$ cat src/rtl/bf_loop_core_pkg.sv
// Shared opcode bytes and FSM state encodings for the bf_loop_core interpreter.
package bf_loop_core_pkg;

   localparam logic [7:0] OP_INC   = 8'h2B;
   localparam logic [7:0] OP_DEC   = 8'h2D;
   localparam logic [7:0] OP_RIGHT = 8'h3E;
   localparam logic [7:0] OP_LEFT  = 8'h3C;
   localparam logic [7:0] OP_OUT   = 8'h2E;
   localparam logic [7:0] OP_IN    = 8'h2C;
   localparam logic [7:0] OP_JZ    = 8'h5B;
   localparam logic [7:0] OP_JNZ   = 8'h5D;
   localparam logic [7:0] OP_HALT  = 8'h00;

   localparam logic [2:0] S_FETCH  = 3'd0;
   localparam logic [2:0] S_DECODE = 3'd1;
   localparam logic [2:0] S_READ   = 3'd2;
   localparam logic [2:0] S_EXEC   = 3'd3;
   localparam logic [2:0] S_OUTW   = 3'd4;
   localparam logic [2:0] S_INW    = 3'd5;
   localparam logic [2:0] S_SCAN   = 3'd6;
   localparam logic [2:0] S_HALT   = 3'd7;

   // Opcodes whose behaviour depends on the current cell value.
   function automatic logic uses_cell(input logic [7:0] op);
      return (op == OP_INC) || (op == OP_DEC) || (op == OP_OUT) ||
             (op == OP_JZ)  || (op == OP_JNZ);
   endfunction

endpackage

$ cat src/rtl/bf_bracket_stack.sv
// Bracket return-address LIFO; top is a registered copy of the newest entry.
module bf_bracket_stack #(
   parameter int unsigned DEPTH = 16,
   parameter int unsigned WIDTH = 12
) (
   input  logic             clk,
   input  logic             reset,
   input  logic             push,
   input  logic             pop,
   input  logic [WIDTH-1:0] din,
   output logic [WIDTH-1:0] top,
   output logic             empty,
   output logic             full
);

   localparam int unsigned CW = $clog2(DEPTH + 1);
   localparam int unsigned AW = (DEPTH > 1) ? $clog2(DEPTH) : 1;

   logic [WIDTH-1:0] mem [DEPTH];
   logic [CW-1:0]    cnt_q;

   assign empty = (cnt_q == '0);
   assign full  = (cnt_q == CW'(DEPTH));

   always_ff @(posedge clk) begin
      if (reset) begin
         cnt_q <= '0;
         top   <= '0;
      end else if (push && !full) begin
         mem[AW'(cnt_q)] <= din;
         cnt_q           <= cnt_q + CW'(1);
         top             <= din;
      end else if (pop && !empty) begin
         cnt_q <= cnt_q - CW'(1);
         top   <= (cnt_q > CW'(1)) ? mem[AW'(cnt_q - CW'(2))] : '0;
      end
   end

endmodule

$ cat src/rtl/bf_loop_core.sv
// Brainfuck interpreter core: IROM fetch, DRAM cell ops, byte I/O, bracket stack.
// Optional macro BF_CELL_CACHE_EN keeps the current cell in a write-through register.
module bf_loop_core
   import bf_loop_core_pkg::*;
#(
   parameter int unsigned IA_WIDTH    = 12,
   parameter int unsigned DA_WIDTH    = 12,
   parameter int unsigned DD_WIDTH    = 8,
   parameter int unsigned STACK_DEPTH = 16
) (
   input  logic                clk,
   input  logic                reset,
   output logic                ice,
   output logic [IA_WIDTH-1:0] ia,
   input  logic [7:0]          id,
   output logic                drce,
   output logic [DA_WIDTH-1:0] dra,
   input  logic [DD_WIDTH-1:0] drd,
   output logic                dwce,
   output logic [DA_WIDTH-1:0] dwa,
   output logic [DD_WIDTH-1:0] dwq,
   input  logic [7:0]          cd,
   input  logic                crda,
   output logic                cack,
   output logic [7:0]          cq,
   output logic                cwre,
   input  logic                cbsy,
   output logic                halt,
   output logic                err
);

   logic [2:0]          state_q, state_n;
   logic [IA_WIDTH-1:0] pc_q, pc_n, pc_inc, nest_q, nest_n;
   logic [DA_WIDTH-1:0] dp_q, dp_n;
   logic [7:0]          op_q, op_n, cell_q, cell_n;
   logic                scan_chk_q, scan_chk_n, pc_last;
   logic [DD_WIDTH-1:0] cell_v;
   logic                hit_c;

   logic                ice_n, drce_n, dwce_n, cack_n, cwre_n, halt_n, err_n;
   logic [IA_WIDTH-1:0] ia_n;
   logic [DA_WIDTH-1:0] dra_n, dwa_n;
   logic [DD_WIDTH-1:0] dwq_n;
   logic [7:0]          cq_n;

   logic                push_c, pop_c, stk_empty, stk_full;
   logic [IA_WIDTH-1:0] stk_top;

   assign pc_inc  = pc_q + IA_WIDTH'(1);
   assign pc_last = &pc_q;

`ifdef BF_CELL_CACHE_EN
   logic                cache_vld_q, cache_vld_n;
   logic [DD_WIDTH-1:0] cache_q, cache_n;

   assign hit_c  = cache_vld_q;
   assign cell_v = cache_vld_q ? cache_q : drd;

   always_ff @(posedge clk) begin
      if (reset) begin
         cache_vld_q <= 1'b0;
         cache_q     <= '0;
      end else begin
         cache_vld_q <= cache_vld_n;
         cache_q     <= cache_n;
      end
   end
`else
   assign hit_c  = 1'b0;
   assign cell_v = drd;
`endif

   bf_bracket_stack #(
      .DEPTH (STACK_DEPTH),
      .WIDTH (IA_WIDTH)
   ) u_stack (
      .clk   (clk),
      .reset (reset),
      .push  (push_c),
      .pop   (pop_c),
      .din   (pc_q),
      .top   (stk_top),
      .empty (stk_empty),
      .full  (stk_full)
   );

   // Next state plus next values of every registered output.
   always_comb begin
      state_n    = state_q;
      pc_n       = pc_q;
      dp_n       = dp_q;
      op_n       = op_q;
      cell_n     = cell_q;
      nest_n     = nest_q;
      scan_chk_n = 1'b0;
      err_n      = err;
      drce_n     = 1'b0;
      dra_n      = dra;
      dwce_n     = 1'b0;
      dwa_n      = dwa;
      dwq_n      = dwq;
      cack_n     = 1'b0;
      cwre_n     = 1'b0;
      cq_n       = cq;
      push_c     = 1'b0;
      pop_c      = 1'b0;
`ifdef BF_CELL_CACHE_EN
      cache_vld_n = cache_vld_q;
      cache_n     = cache_q;
`endif

      case (state_q)
         // ice is low straight out of reset, so FETCH first issues it and waits a cycle.
         S_FETCH: state_n = ice ? S_DECODE : S_FETCH;
         S_DECODE: begin
            op_n = id;
            if (id == OP_HALT) begin
               state_n = S_HALT;
            end else if (id == OP_RIGHT || id == OP_LEFT) begin
               dp_n    = (id == OP_RIGHT) ? dp_q + DA_WIDTH'(1) : dp_q - DA_WIDTH'(1);
               pc_n    = pc_inc;
               state_n = pc_last ? S_HALT : S_FETCH;
`ifdef BF_CELL_CACHE_EN
               cache_vld_n = 1'b0;
`endif
            end else if (id == OP_IN) begin
               state_n = S_INW;
            end else if (uses_cell(id)) begin
               if (hit_c) begin
                  state_n = S_EXEC;
               end else begin
                  state_n = S_READ;
                  drce_n  = 1'b1;
                  dra_n   = dp_q;
               end
            end else begin
               pc_n    = pc_inc;
               state_n = pc_last ? S_HALT : S_FETCH;
            end
         end
         S_READ: state_n = S_EXEC;
         S_EXEC: begin
`ifdef BF_CELL_CACHE_EN
            cache_vld_n = 1'b1;
            cache_n     = cell_v;
`endif
            pc_n    = pc_inc;
            state_n = pc_last ? S_HALT : S_FETCH;
            case (op_q)
               OP_INC, OP_DEC: begin
                  dwce_n = 1'b1;
                  dwa_n  = dp_q;
                  dwq_n  = (op_q == OP_INC) ? cell_v + DD_WIDTH'(1) : cell_v - DD_WIDTH'(1);
`ifdef BF_CELL_CACHE_EN
                  cache_n = dwq_n;
`endif
               end
               OP_OUT: begin
                  pc_n    = pc_q;
                  cell_n  = cell_v[7:0];
                  state_n = S_OUTW;
               end
               OP_JZ: begin
                  if (cell_v != '0) begin
                     if (stk_full) begin
                        state_n = S_HALT;
                        err_n   = 1'b1;
                     end else begin
                        push_c = 1'b1;
                     end
                  end else begin
                     nest_n  = '0;
                     state_n = pc_last ? S_HALT : S_SCAN;
                  end
               end
               OP_JNZ: begin
                  if (stk_empty) begin
                     state_n = S_HALT;
                     err_n   = 1'b1;
                  end else if (cell_v != '0) begin
                     pc_n    = stk_top + IA_WIDTH'(1);
                     state_n = S_FETCH;
                  end else begin
                     pop_c = 1'b1;
                  end
               end
               default: ;
            endcase
         end
         S_OUTW: begin
            if (!cbsy) begin
               cwre_n  = 1'b1;
               cq_n    = cell_q;
               pc_n    = pc_inc;
               state_n = pc_last ? S_HALT : S_FETCH;
            end
         end
         S_INW: begin
            if (crda) begin
               cack_n  = 1'b1;
               dwce_n  = 1'b1;
               dwa_n   = dp_q;
               dwq_n   = DD_WIDTH'(cd);
               pc_n    = pc_inc;
               state_n = pc_last ? S_HALT : S_FETCH;
`ifdef BF_CELL_CACHE_EN
               cache_vld_n = 1'b1;
               cache_n     = DD_WIDTH'(cd);
`endif
            end
         end
         // Alternate fetch / inspect cycles until the matching ']' at nesting 0.
         S_SCAN: begin
            if (!scan_chk_q) begin
               scan_chk_n = 1'b1;
            end else begin
               pc_n    = pc_inc;
               state_n = pc_last ? S_HALT : S_SCAN;
               if (id == OP_JZ) begin
                  nest_n = nest_q + IA_WIDTH'(1);
               end else if (id == OP_JNZ) begin
                  if (nest_q == '0) state_n = pc_last ? S_HALT : S_FETCH;
                  else              nest_n  = nest_q - IA_WIDTH'(1);
               end
            end
         end
         S_HALT: state_n = S_HALT;
         default: state_n = S_HALT;
      endcase

      if (state_n == S_HALT) begin
         drce_n = 1'b0;
         dwce_n = 1'b0;
         cack_n = 1'b0;
         cwre_n = 1'b0;
      end
      ice_n  = (state_n == S_FETCH) || ((state_n == S_SCAN) && !scan_chk_n);
      ia_n   = pc_n;
      halt_n = (state_n == S_HALT);
   end

   always_ff @(posedge clk) begin
      if (reset) begin
         state_q    <= S_FETCH;
         pc_q       <= '0;
         dp_q       <= '0;
         op_q       <= '0;
         cell_q     <= '0;
         nest_q     <= '0;
         scan_chk_q <= 1'b0;
         ice        <= 1'b0;
         ia         <= '0;
         drce       <= 1'b0;
         dra        <= '0;
         dwce       <= 1'b0;
         dwa        <= '0;
         dwq        <= '0;
         cack       <= 1'b0;
         cwre       <= 1'b0;
         cq         <= '0;
         halt       <= 1'b0;
         err        <= 1'b0;
      end else begin
         state_q    <= state_n;
         pc_q       <= pc_n;
         dp_q       <= dp_n;
         op_q       <= op_n;
         cell_q     <= cell_n;
         nest_q     <= nest_n;
         scan_chk_q <= scan_chk_n;
         ice        <= ice_n;
         ia         <= ia_n;
         drce       <= drce_n;
         dra        <= dra_n;
         dwce       <= dwce_n;
         dwa        <= dwa_n;
         dwq        <= dwq_n;
         cack       <= cack_n;
         cwre       <= cwre_n;
         cq         <= cq_n;
         halt       <= halt_n;
         err        <= err_n;
      end
   end

endmodule

$ cat config.mk
export PLATFORM = sky130hd
export DESIGN_NAME = bf_loop_core
export DESIGN_NICKNAME = d
export VERILOG_FILES = /design/src/rtl/bf_loop_core_pkg.sv /design/src/rtl/bf_bracket_stack.sv /design/src/rtl/bf_loop_core.sv
export SDC_FILE = /design/constraint.sdc
export NUM_CORES = 1
export LEC_CHECK = 0
export CORE_ASPECT_RATIO = 2
export CORE_UTILIZATION = 62
export CTS_BUF_LIST = sky130_fd_sc_hd__clkbuf_4
export CTS_CLUSTER_DIAMETER = 100
export CTS_CLUSTER_SIZE = 24
export DETAILED_ROUTE_END_ITERATION = 16
export PLACE_DENSITY = 0.83
export REMOVE_ABC_BUFFERS = 1
export SETUP_SLACK_MARGIN = 0.15
export SYNTH_ARGS = -nofsm -noshare
export SYNTH_HDL_FRONTEND = slang
export SYNTH_HIERARCHICAL = 1
export SYNTH_SLANG_ARGS = --single-unit
$ cat constraint.sdc
create_clock -name clk -period 4.2 [get_ports clk]
set_input_delay 0.84 -clock clk [delete_from_list [all_inputs] [get_ports clk]]
set_output_delay 0.84 -clock clk [all_outputs]
set_load 0.05 [all_outputs]
After elaboration in Yosys (flattened, before gate mapping)
Memory sizes are Yosys's and may differ from the RTL's. Index checks and enable logic that the tools add are counted.

Input port bits: 28. Bits in writable memories: 192. Logic and storage cells: 187. Output and inout bits: 59. Register bits after elaboration: 120. Memories kept: 1.

Bitwise operators: 7. Add/sub/neg operators: 11. Eq/ne operators: 38. Order comparisons: 1. Muxes and demuxes: 72. Reduce and logical (&&, ||, !) cells: 37.

Memories: u_stack.mem (words 16, width 12, rd ports 1, clocked after Yosys merged registers in 0, wr ports 1, RTL line bf_bracket_stack.sv:19) `logic [WIDTH-1:0] mem [DEPTH];`.

Operator list (count): 12-bit two-way mux (21); 8-bit by 6-bit == test with 1-bit output (second input constant) (9); 12-bit one-hot mux with 2 select lines (3); 12-bit one-hot mux with 5 select lines (1); 12-bit by 1-bit adder with 12-bit output (second input constant) (4); 3-bit two-way mux (15); 8-bit by 7-bit == test with 1-bit output (second input constant) (4); 8-bit two-way mux (3); 3-bit one-hot mux with 8 select lines (1); 12-bit by 1-bit subtractor with 12-bit output (second input constant) (2); 1-bit two-way mux (22); 3-bit == test (second input constant) (6); 8-bit one-hot mux with 2 select lines (1); 2-bit != test (second input constant) (7); 12-bit zero test (1); 3-bit != test (second input constant) (4); 12-bit AND reduction (1); 5-bit two-way mux (2); 5-bit AND reduction (2); 3-bit one-hot mux with 3 select lines (1); 8-bit by 1-bit adder with 8-bit output (second input constant) (1); 8-bit zero test (1); 2-bit by 1-bit != test with 1-bit output (second input constant) (4); 8-bit AND reduction (1); 24 further kinds (49).

Depth between registers and ports, before layout
Word-level depth: 13. Gate-level depth with buffers: 13. Mapped depth without buffers: 11.

Cells and area by module
Netlist, hierarchy kept.

By module, submodules not included: bf_bracket_stack (times used 1, cells each 405, area each 8227.9 sq um, sequential area each 6105.9 sq um); bf_loop_core (times used 1, cells each 751, area each 6158.4 sq um, sequential area each 2062.0 sq um).

Worst setup path before layout
OpenSTA, ideal clock, no wires.

Kind: in2reg. From: input id[2]. To: register dp_q[11]. Data required time: 4.079 ns. Buffers on the path: 1. Setup time: 0.121 ns. Data arrival time: 3.401 ns. Stages on the path: 11. Path slack: 0.678 ns. Path through: buf_2 > and4b_1 > nand4_1 > ha_1 > a211oi_1 > nor2_1 > o41a_1 > a31oi_1 > a21oi_1 > mux2i_1 > mux2_2.

Cells in the longest elaborated chain, start to end: 3. Elaborated cells on any way between the ends: 7. Classes of those cells: 2 x eq/ne; 1 x mux; 1 x bitwise; 3 x reduce/logical.

RTL lines: start, declared (RTL line bf_loop_core.sv:15) `input logic [7:0] id,`; 8-bit by 6-bit == test with 1-bit output (tied with other cells) (RTL line bf_loop_core.sv:119, bf_loop_core.sv:120); 1-bit logical OR or 1-bit inverter (tied branches); 3-bit AND reduction (no line); end signal, assigned (RTL line bf_loop_core.sv:266) `dp_q <= dp_n;`; end, declared (RTL line bf_loop_core.sv:34) `logic [DA_WIDTH-1:0] dp_q, dp_n;`.

Several ways; a longest one is shown, not always the timed one. A chain may end at the register's enable or synchronous reset.

Worst setup path after layout
From: register op_q[7]. To: register dwq[7].

Cells in the longest elaborated chain, start to end: 4. Elaborated cells on any way between the ends: 8. Classes of those cells: 3 x eq/ne; 3 x mux; 2 x reduce/logical.

RTL lines: start, declared (RTL line bf_loop_core.sv:35) `logic [7:0] op_q, op_n, cell_q, cell_n;`; start signal, assigned (RTL line bf_loop_core.sv:267) `op_q <= op_n;`; 8-bit by 6-bit == test with 1-bit output (on tied branches) (RTL line bf_loop_core.sv:149, bf_loop_core.sv:153); 8-bit two-way mux or 2-bit OR reduction (tied branches) (RTL line bf_loop_core.sv:153, bf_loop_core.sv:149); 8-bit two-way mux or 2-bit by 1-bit != test with 1-bit output (tied branches); 8-bit one-hot mux with 2 select lines or 3-bit AND reduction (tied branches); end signal, assigned (RTL line bf_loop_core.sv:277) `dwq <= dwq_n;`; end, declared (RTL line bf_loop_core.sv:21) `output logic [DD_WIDTH-1:0] dwq,`.

Several ways; a longest one is shown, not always the timed one. The select of a mux whose other input is x is not followed.

==> reports/summary.json <==
{
  "run_status": {
    "outcome": "finished clean"
  },
  "clock_network": {
    "cts-buffers-inserted": 16,
    "cts_tree": "yes",
    "cts.clk_slew.worst_paths_ns": 0.25,
    "ctsRootBufferMaster": "sky130_fd_sc_hd__clkbuf_4",
    "ctsHoldBuffers": 0,
    "post_cts_buffers": 0,
    "clock_sinks": 312,
    "ctsHtreeMaxLevel": 1,
    "clock_latency_ns": 0.69,
    "deepest_clock_path_buffer_count": 3,
    "ctsResizeCount": 0
  },
  "cells_and_area": {
    "layout_cell_share_with_drive_strength_beyond_1_pct": 14.1,
    "areaGrowthSynthToFinish_pct": 10.4,
    "mostFrequentLayoutCells": "192 x sky130_fd_sc_hd__edfxtp_1, 118 x sky130_fd_sc_hd__dfxtp_1, 113 x sky130_fd_sc_hd__nand2_1",
    "layout_commonest_cell": "sky130_fd_sc_hd__edfxtp_1",
    "final_nets": 1315
  },
  "grt": {
    "use_met2_pct": 53.9,
    "track_usage_pct": 28.4,
    "initial_antenna_violation_count": 1,
    "met3_usage_pct": 2.45,
    "grt_pass1_wl_mm": 51.8,
    "grt_pass1_vias": 9800,
    "overflow_after_grt": 0,
    "grt_start_max_net_pins": 55,
    "global_route.usage.met1_pct": 31.8,
    "busiest_layer": "met2"
  },
  "pwr": {
    "power.switching_fraction_pct": 22.2,
    "power_density_nw_per_um2": 295,
    "share_comb_of_total_power_pct": 6.2,
    "post-layout-total-power_mw": 4.69,
    "leakagePower_nw": 5.34,
    "pwr-share-seq_pct": 69.6,
    "intPower_mw": 3.65,
    "net-switching-power_mw": 1.04,
    "ir_drop_v": 0.000289,
    "clock_network_fraction_of_design_power_pct": 24.1
  },
  "timing": {
    "maxSlewHeadroom_pct": 24.0,
    "tightest_slew_ns": 1.14,
    "grt_setup_unrepaired": "no",
    "hold_viol": 0,
    "finalHoldWorstSlack_ns": 0.468,
    "report.final.slew_viol_count": 0,
    "number_of_endpoints_failing_setup_at_the_final_stage": 0,
    "final_critical_period_ns": 3.29,
    "clock-skew-final_ns": 0.0440,
    "timing.fmax_ghz": 0.304,
    "timing.final.ws_setup_ns": 0.905,
    "final.period_utilization_pct": 78.4,
    "fin_setup_tns_ns": 0
  },
  "critical_path": {
    "crit_path_cell_trace": "or4b_4 -> nand2b_1 -> ha_1 -> a21o_1 -> a21oi_1 -> o21bai_1 -> a2111oi_0 -> nor3_1 -> xnor2_1 -> o41ai_1",
    "critPathLaunchType": "flop",
    "critical_path.max_stage_delay_ns": 0.59,
    "startpoint_to_endpoint_class_of_the_critical_path": "flop to flop",
    "worst-endpoint-arrival_ns": 3.92,
    "critPathCaptureType": "flop",
    "timing.critical_path.required_ns": 4.82,
    "cp.buffers_inverters": 0,
    "timing.critical_path.slowest_stage_cell": "sky130_fd_sc_hd__or4b_4",
    "timing.critical_path.max_delay_family": "compound AO/OA/AOI/OAI gates",
    "maximum_fanout_count_along_the_critical_path": 8
  },
  "synthesis": {
    "synth.largest_area_cell": "sky130_fd_sc_hd__edfxtp_1",
    "synth_enable_flop_cells": 192,
    "avg_synthesized_cell_area_um2": 12.4,
    "syn_inst": 1156,
    "synth_sequential_area_ratio_pct": 56.8,
    "synth_top_flop_cell": "sky130_fd_sc_hd__edfxtp_1",
    "yosys_register_bits": 312,
    "netlist.area_leader.share_pct": 40.1,
    "ys_async_sr_fraction_pct": 0,
    "synth_area_um2": 14400,
    "synth.area.top_cells": "sky130_fd_sc_hd__edfxtp_1 40%, sky130_fd_sc_hd__dfxtp_1 17%, sky130_fd_sc_hd__mux4_2 7.5%, sky130_fd_sc_hd__ha_1 3.0%, sky130_fd_sc_hd__nand2_1 2.9%",
    "yosys.cell_types.count": 90,
    "synth_warnings": 6
  },
  "place": {
    "dpl.hpwl_mm": 23.5,
    "post-place-ws_ns": 0.314,
    "gp_routability_congestion": 0.880,
    "port-buffer-count": 86
  },
  "floorplan": {
    "boundary_pin_count": 87,
    "total_die_area_um2": 23900,
    "die_y_um": 217,
    "die_span_x_um": 110,
    "row_count": 78,
    "floorplan.core_area_um2": 22700,
    "floorplan.initialDensity_pct": 63.3
  },
  "detailed_routing": {
    "route.antenna.remaining_nets": 0,
    "route.vias.total": 9782,
    "route.detailed.drc": 0,
    "first_iter_violations": 646,
    "total_wire_length_mm": 32.6,
    "routed_via_density": 6.36,
    "wirelength_per_cell_um": 21.2,
    "dr.pass1.iters": 6
  },
  "job": {
    "cap_viol_max_count": 0
  },
  "hold_path": {
    "min_path_type": "flop to flop"
  }
}
[area by class of cell]
cell class,count,area (µm²)
clock buffer,27,203
multi-input combinational,761,5850
tap,280,350
sequential,312,8170
fill,1606,6850
antenna,1,2.50
timing repair buffer,135,1230
inverter,23,86.3
[registers in the layout, summed over array words and instances, names as in the netlist]
signal	flops
cwre	1
cack	1
err	1
nest_q	12
dwce	1
u_stack/cnt_q	5
dra	12
u_stack/top	12
halt	1
dwa	12
cq	8
cell_q	8
state_q	3
ice	1
dwq	8
dp_q	12
drce	1
u_stack/mem	192
op_q	8
pc_q	12
scan_chk_q	1
[power by group through the flow]
stage          combinational [mW]  clock [mW]  sequential, mW
2_1_floorplan               0.130           0            3.36
3_3_place_gp                0.286           0            3.33
3_5_place_dp                0.291           0            3.33
4_1_cts                     0.292        1.15            3.27
5_1_grt                     0.316        1.25            3.27
6_report                    0.292        1.13            3.27
[cells in the mapped netlist, types with 10 or more instances]
library cell,instances
sky130_fd_sc_hd__a221oi_2,11
sky130_fd_sc_hd__o21ai_0,26
sky130_fd_sc_hd__dfxtp_1,120
sky130_fd_sc_hd__ha_1,35
sky130_fd_sc_hd__a211oi_1,14
sky130_fd_sc_hd__nand3_1,21
sky130_fd_sc_hd__edfxtp_1,192
sky130_fd_sc_hd__nor2_1,102
sky130_fd_sc_hd__mux2i_1,30
sky130_fd_sc_hd__a22oi_1,23
sky130_fd_sc_hd__inv_1,19
sky130_fd_sc_hd__xnor2_1,30
sky130_fd_sc_hd__buf_2,15
sky130_fd_sc_hd__o22ai_1,14
sky130_fd_sc_hd__mux4_2,48
sky130_fd_sc_hd__a21oi_1,68
sky130_fd_sc_hd__nand2_1,113
sky130_fd_sc_hd__clkbuf_1,31
sky130_fd_sc_hd__a22o_1,14
sky130_fd_sc_hd__nor3_1,30
sky130_fd_sc_hd__xor2_1,10
sky130_fd_sc_hd__and3_1,11
[metrics by stage]
| stage | util [%] | instances | area, µm² |
|---|---|---|---|
| final | 69.9 | 1539 | 15900 |
| after global routing | 69.9 | 1539 | 15900 |
| after CTS | 69.9 | 1538 | 15900 |
| after detailed placement | 69.0 | 1511 | 15700 |
| after floorplan | - | 1096 | 14100 |
| after global placement | 69.0 | 1511 | 15700 |
[worst reg2reg max path, stage by stage, from the launching register on]
cell	delay (ns)
sky130_fd_sc_hd__dfxtp_1	0.39
sky130_fd_sc_hd__or4b_4	0.59
sky130_fd_sc_hd__nand2b_1	0.37
sky130_fd_sc_hd__ha_1	0.39
sky130_fd_sc_hd__a21o_1	0.19
sky130_fd_sc_hd__a21oi_1	0.22
sky130_fd_sc_hd__o21bai_1	0.12
sky130_fd_sc_hd__a2111oi_0	0.42
sky130_fd_sc_hd__nor3_1	0.13
sky130_fd_sc_hd__xnor2_1	0.19
sky130_fd_sc_hd__o41ai_1	0.23
[layer usage]
layer  wire [µm]  up-vias
met5           0        -
met2       18200      353
li1            -     4590
met4        1320        0
met3        1490       88
met1       11600     4751
[worst paths after layout]
path         startpoint  endpoint  slack [ns]  cells after the start
max reg2reg     op_q[7]    dwq[7]        0.91                     10
max             op_q[7]    dwq[7]        0.91                     10
min reg2reg       cq[0]     cq[0]        0.47                      2
min               cq[0]     cq[0]        0.47                      2
[logic make-up after synthesis]
| logic type | count (synthesis) | synth area share [%] |
|---|---|---|
| and+or+nand+nor | 362 | 12.6 |
| DFF | 312 | 56.8 |
| adders and majority gates | 38 | 3.46 |
| AOI/OAI and AO/OA | 241 | 12.2 |
| xor gates and xnor gates | 40 | 2.44 |
| buffers and inverters | 83 | 2.71 |
| muxes | 80 | 9.76 |
No activity file was read; power rests on OpenSTA's default activity.
